[src/rtl/condlogic.sv]
// condlogic -- condition-execution unit of the multi-cycle ARM core.
//
// Holds the architectural NZCV flags and the per-instruction condition-pass
// bit, and gates the decoder's write requests into the final datapath enables.
//
// Ports
//    clk          system clock, rising edge
//    reset        asynchronous, active-high reset
//    Cond         Instr[31:28] of the instruction in the IR
//    ALUFlags     {N,Z,C,V} from the ALU, valid in the ALU cycle
//    FlagW        flag-write request: bit1 = N,Z ; bit0 = C,V
//    PCS          PC-write request (branch or Rd==PC)
//    NextPC       unconditional PC+4 write during fetch
//    RegW         register-file write request
//    MemW         memory write request
//    IRWrite      fetch strobe, high for the fetch cycle of each instruction
//    Flags        current architectural {N,Z,C,V}
//    CondEx       registered condition-pass bit of the current instruction
//    PCWrite      final PC enable
//    RegWrite     final register-file enable
//    MemWrite     final memory write enable
//    ExecCount    (COND_PERF_CNT_EN only) decodes whose condition passed
//    SquashCount  (COND_PERF_CNT_EN only) decodes whose condition failed
//
// Build option: define COND_PERF_CNT_EN to add the two CNT_W-bit counters.

module condlogic #(
   parameter int CNT_W = 32
) (
   input  logic             clk,
   input  logic             reset,
   input  logic [3:0]       Cond,
   input  logic [3:0]       ALUFlags,
   input  logic [1:0]       FlagW,
   input  logic             PCS,
   input  logic             NextPC,
   input  logic             RegW,
   input  logic             MemW,
   input  logic             IRWrite,
`ifdef COND_PERF_CNT_EN
   output logic [CNT_W-1:0] ExecCount,
   output logic [CNT_W-1:0] SquashCount,
`endif
   output logic [3:0]       Flags,
   output logic             CondEx,
   output logic             PCWrite,
   output logic             RegWrite,
   output logic             MemWrite
);

   if (CNT_W < 1) begin : g_cnt_w_check
      $error("condlogic: CNT_W must be at least 1");
   end

   logic [3:0] flags_q, flags_d;
   logic       condex_q, condex_d;
   logic       dec_q;
   logic       cond_pass;
   logic       n, z, c, v;

   assign {n, z, c, v} = flags_q;

   always_comb begin
      cond_pass = 1'b1;
      case (Cond)
         4'b0000: cond_pass = z;
         4'b0001: cond_pass = ~z;
         4'b0010: cond_pass = c;
         4'b0011: cond_pass = ~c;
         4'b0100: cond_pass = n;
         4'b0101: cond_pass = ~n;
         4'b0110: cond_pass = v;
         4'b0111: cond_pass = ~v;
         4'b1000: cond_pass = c & ~z;
         4'b1001: cond_pass = ~c | z;
         4'b1010: cond_pass = (n == v);
         4'b1011: cond_pass = (n != v);
         4'b1100: cond_pass = ~z & (n == v);
         4'b1101: cond_pass = z | (n != v);
         default: cond_pass = 1'b1;   // AL and the unconditional space
      endcase
   end

   // CondEx is captured only at the end of the decode cycle, so an
   // instruction's own flag write cannot change its own pass bit.
   always_comb begin
      condex_d = condex_q;
      if (dec_q) condex_d = cond_pass;
   end

   always_comb begin
      flags_d = flags_q;
      if (FlagW[1] & condex_q) flags_d[3:2] = ALUFlags[3:2];
      if (FlagW[0] & condex_q) flags_d[1:0] = ALUFlags[1:0];
   end

   always_ff @(posedge clk or posedge reset) begin
      if (reset) begin
         flags_q  <= 4'b0000;
         condex_q <= 1'b0;
         dec_q    <= 1'b0;
      end else begin
         flags_q  <= flags_d;
         condex_q <= condex_d;
         dec_q    <= IRWrite;
      end
   end

`ifdef COND_PERF_CNT_EN
   logic [CNT_W-1:0] exec_cnt_q, squash_cnt_q;

   always_ff @(posedge clk or posedge reset) begin
      if (reset) begin
         exec_cnt_q   <= '0;
         squash_cnt_q <= '0;
      end else if (dec_q) begin
         if (cond_pass) exec_cnt_q   <= exec_cnt_q + CNT_W'(1);
         else           squash_cnt_q <= squash_cnt_q + CNT_W'(1);
      end
   end

   assign ExecCount   = exec_cnt_q;
   assign SquashCount = squash_cnt_q;
`endif

   assign Flags    = flags_q;
   assign CondEx   = condex_q;
   assign PCWrite  = NextPC | (PCS & condex_q);
   assign RegWrite = RegW & condex_q;
   assign MemWrite = MemW & condex_q;

endmodule

[config.mk]
export PLATFORM = sky130hd
export DESIGN_NAME = condlogic
export DESIGN_NICKNAME = d
export VERILOG_FILES = /design/src/rtl/condlogic.sv
export SDC_FILE = /design/constraint.sdc
export NUM_CORES = 1
export LEC_CHECK = 0
export CELL_PAD_IN_SITES_DETAIL_PLACEMENT = 0
export CELL_PAD_IN_SITES_GLOBAL_PLACEMENT = 1
export CORE_MARGIN = 2
export CORE_UTILIZATION = 26
export DETAILED_ROUTE_END_ITERATION = 16
export PLACE_DENSITY = 0.91
export SYNTH_ARGS = -nofsm -noshare
export SYNTH_HDL_FRONTEND = slang
export SYNTH_SLANG_ARGS = --single-unit
[constraint.sdc]
create_clock -name clk -period 3.6 [get_ports clk]
set_input_delay 0.72 -clock clk [delete_from_list [all_inputs] [get_ports clk]]
set_output_delay 0.72 -clock clk [all_outputs]
set_load 0.005 [all_outputs]
# After elaboration in Yosys (flattened, before gate mapping)

Cells that the tools add are included.

Flip-flop bits (word level): 6
Input port bits: 17
Output and inout bits: 8
Logic and storage cells: 35

Bitwise gates (word level): 14
Reduce and logical (&&, ||, !) cells: 1
Equality and inequality tests: 15
Multiplexer cells: 1

Operator list:

| kind                                                                  | number |
|---|---|
| 4-bit equality test, second input constant                            | 6 |
| 4-bit by 3-bit equality test with 1-bit output, second input constant | 4 |
| 1-bit one-hot mux with 14 select lines                                | 1 |
| 4-bit by 2-bit equality test with 1-bit output, second input constant | 2 |
| 1-bit bitwise AND                                                     | 7 |
| 4-bit by 1-bit equality test with 1-bit output, second input constant | 1 |
| 4-bit logical NOT                                                     | 1 |
| 1-bit inverter                                                        | 4 |
| 1-bit bitwise OR                                                      | 3 |
| 1-bit equality test                                                   | 1 |
| 1-bit != test                                                         | 1 |

# Depth between registers and ports, before layout

Depth in word-level cells: 3
Depth in mapped cells: 4
Depth with buffers taken out: 4

# Worst setup path after synthesis

No wires, ideal clock.

Kind: in2out
From: in PCS
To: out PCWrite
Data arrival time: 0.884 ns
Setup slack: 1.996 ns
Stages: 1
Cell sequence: a21o_1

Word-level cells in the longest chain between the ends: 2

Ends and longest elaborated chain:

| what              | RTL line | RTL |
|---|---|---|
| from (decl)       | 35       | `input logic PCS,` |
| 1-bit bitwise AND | 128      | `assign PCWrite = NextPC \| (PCS & condex_q);` |
| 1-bit bitwise OR  | 128      |  |
| to (decl)         | 46       | `output logic PCWrite,` |

Every way passes these cells.

# Worst setup path after layout

From: in RegW
To: out RegWrite

Word-level cells in the longest chain between the ends: 1

Ends and longest elaborated chain:

| what              | RTL line | RTL |
|---|---|---|
| from (decl)       | 37       | `input logic RegW,` |
| 1-bit bitwise AND | 129      | `assign RegWrite = RegW & condex_q;` |
| to (decl)         | 47       | `output logic RegWrite,` |

Every way passes these cells.

==> impl_metrics.yaml <==
drt:
  drt_iter0_markers: 0
  drc_errors: 0
  routedWlPerCell_um: 10.9
  viasPerCell: 4.77
  routed_wl_um: 838
  final_antenna_net_count: 0
  drt_pass1_iterations: 1
  vias: 367
sta:
  relSlewSlack_pct: 83.8
  drv_slew: 0
  fin_crit_ns: 2.49
  final-hold-violation-count: 0
  setup_tns_ns: 0
  min_period_over_period_pct: 69.2
  setup_violations: 0
  worst_pin_slew_ns: 0.242
  fmax_mhz: 401
  rsz0062_at_grt: "no"
  fin_hold_ws_ns: 0.558
  fin_skew_ns: 0.00162
logic_synthesis:
  synth_edf_count: 0
  synth_cell_types: 19
  yosysTopAreaCellShare_pct: 39.3
  ys.warnings.count: 0
  synth_ff_type: "dfrtp_1"
  netlist_top_cells_area: "dfrtp_1 (39%), mux2_2 (12%), mux2i_1 (7.9%), xor2_1 (6.9%), a41oi_2 (4.3%)"
  synthCells: 35
  synth_fp_nets: 52
  yosys.area.top_type: "dfrtp_1"
  postSynth.asyncResetShare_pct: 100
  avgSynthCellArea_um2: 10.9
  mappedNetlistArea_um2: 382
  yosysMostFrequentCell: "dfrtp_1"
  yosysSeqAreaShare_pct: 39.3
  yosys_register_bits: 6
  synth_common_cells: "dfrtp_1 (6), mux2_2 (4), mux2i_1 (3), nand2_1 (3), xor2_1 (3)"
worst_hold_path:
  hp-class: "reg2reg"
  holdPathStages: 2
worst_setup_path:
  cp_max_fo: 1
  r2r-end: "CondEx$_DFFE_PP0P_"
  worstSetupPathType: "in2out"
  rrSetupSlack_ns: 2.33
  critical_path_arrival_ns: 1.77
  startpoint_type: "input pin"
  worstReg2RegStart: "Flags[3]$_DFFE_PP0P_"
  crit_end: "RegWrite"
  end_kind: "output pin"
  rr_worst_depth: 4
  crit_start: "RegW"
  required_ns: 2.88
clocking:
  cts_hold_repair.buffers: 0
  cts_sinks: 6
  clk_latency_ns: 0.25
  cts_tree: "done"
  cts_buffers: 3
  post_cts_buffers: 0
  clk_path_buf_depth: 2
  h-tree-depth: 1
  clock-root-buffer: "clkbuf_4"
  clk_pin_slew_worst_paths_ns: 0.04
  cts-resized-gates: 0
final_layout:
  fin_util_pct: 49.7
  num_antenna_cells: 0
  nNetsFinal: 81
  area_delta_synth_final_pct: 73.8
  drive_gt1_share_pct: 14.5
  n_fill_cell: 136
  fin_area_um2: 663
placement:
  place_hpwl_um: 705
  placed_cell_area_um2: 641
  place.gp.congestion: 0.632
  portBuffers: 24
power_and_ir_drop:
  peakVddDrop_mv: 0.231
  power_uw: 296
  power_density_mw_per_mm2: 447
  leakagePower_uw: 0.000273
global_route:
  grt_max_degree: 8
  track_usage_pct: 10.8
  grt_pass1_wl_mm: 1.41
  grt_overflow: 0
  antenna_found_initial: 0
  grt_pass1_vias: 376
floorplan:
  die_h_um: 42.3
  core_mm2: 0.00133
  die_area_mm2: 0.00179
  io_pins: 25
  num_rows: 13
  start_util_pct: 28.6
  die_x_um: 42.3
flow_run:
  drv_cap: 0
run_status:
  outcome: "finished, final reports clean"
==> area by class of cell <==
cell class / count / area [um2] / area share [%]
flip-flops and latches: 6 / 150 / 22.6
repair buffers: 24 / 240 / 36.2
well taps: 15 / 18.8 / 2.83
inverters: 2 / 7.51 / 1.13
clock buffers: 3 / 22.5 / 3.40
multi-input cells: 27 / 224 / 33.8
==> report_power, final <==
| group | internal [uW] | switching (uW) | total (uW) |
|---|---|---|---|
| Sequential | 84.5 | 19.6 | 104 |
| Combinational | 87.7 | 41.2 | 129 |
| Clock | 37.8 | 25.5 | 63.3 |
==> registers in the layout (all words and copies together), names as in the netlist <==
register	count
Flags	4
CondEx	1
dec_q	1
==> routing by layer <==
metal	up-vias	GRT usage [%]	wire (um)
met5	-	0	0
met4	0	9.38	31
met3	5	4.74	71
met2	16	17.5	408
met1	164	10.2	328
li1	182	-	-
==> through the flow <==
step | instances | setup slack [ns]
3_3_place_gp | 74 | 1.11
6_report | 77 | 1.11
2_1_floorplan | 35 | 2.00
5_1_grt | 77 | 1.07
4_1_cts | 77 | 1.10
3_5_place_dp | 74 | 1.10
==> layout by cell type (no fill, tap or decap) <==
cell type / Yosys / final
nor3b_1: 1 / 1
xnor2_1: 1 / 1
xor2_1: 3 / 3
nand2_1: 3 / 3
and3b_2: 1 / 1
clkdlybuf4s50_1: 0 / 24
o2bb2ai_1: 1 / 1
o31a_1: 1 / 1
nor2b_1: 1 / 1
nor2_1: 1 / 1
a21o_1: 1 / 1
inv_1: 2 / 2
clkbuf_4: 0 / 3
nand3b_1: 1 / 1
and2_1: 2 / 2
or3_1: 1 / 1
mux2_2: 4 / 4
o211ai_1: 1 / 1
dfrtp_1: 6 / 6
mux2i_1: 3 / 3
a41oi_2: 1 / 1
==> critical path: stages <==
cell             delay, ns
clkdlybuf4s50_1       0.44
and2_1                0.11
clkdlybuf4s50_1       0.50
==> logic make-up (layout without fill, tap and decap cells) <==
kind of cell | after synthesis | after routing | share of synthesized area (%)
DFF | 6 | 6 | 39.3
AOI/OAI and AO/OA | 5 | 5 | 12.8
buffers and inverters | 2 | 29 | 1.97
muxes | 7 | 7 | 19.7
and+or+nand+nor | 11 | 11 | 17.1
xor gates and xnor gates | 4 | 4 | 9.18
==> how the worst min path moves through the flow <==
stage | start | endpoint | slack, ns
floorplan | reset | CondEx$_DFFE_PP0P_ | 0.51
global placement | Flags[1]$_DFFE_PP0P_ | Flags[1]$_DFFE_PP0P_ | 0.55
detailed placement | dec_q$_DFF_PP0_ | CondEx$_DFFE_PP0P_ | 0.56
CTS | dec_q$_DFF_PP0_ | CondEx$_DFFE_PP0P_ | 0.57
global route | dec_q$_DFF_PP0_ | CondEx$_DFFE_PP0P_ | 0.60
finish | dec_q$_DFF_PP0_ | CondEx$_DFFE_PP0P_ | 0.56
(Power assumes the default switching activity.)
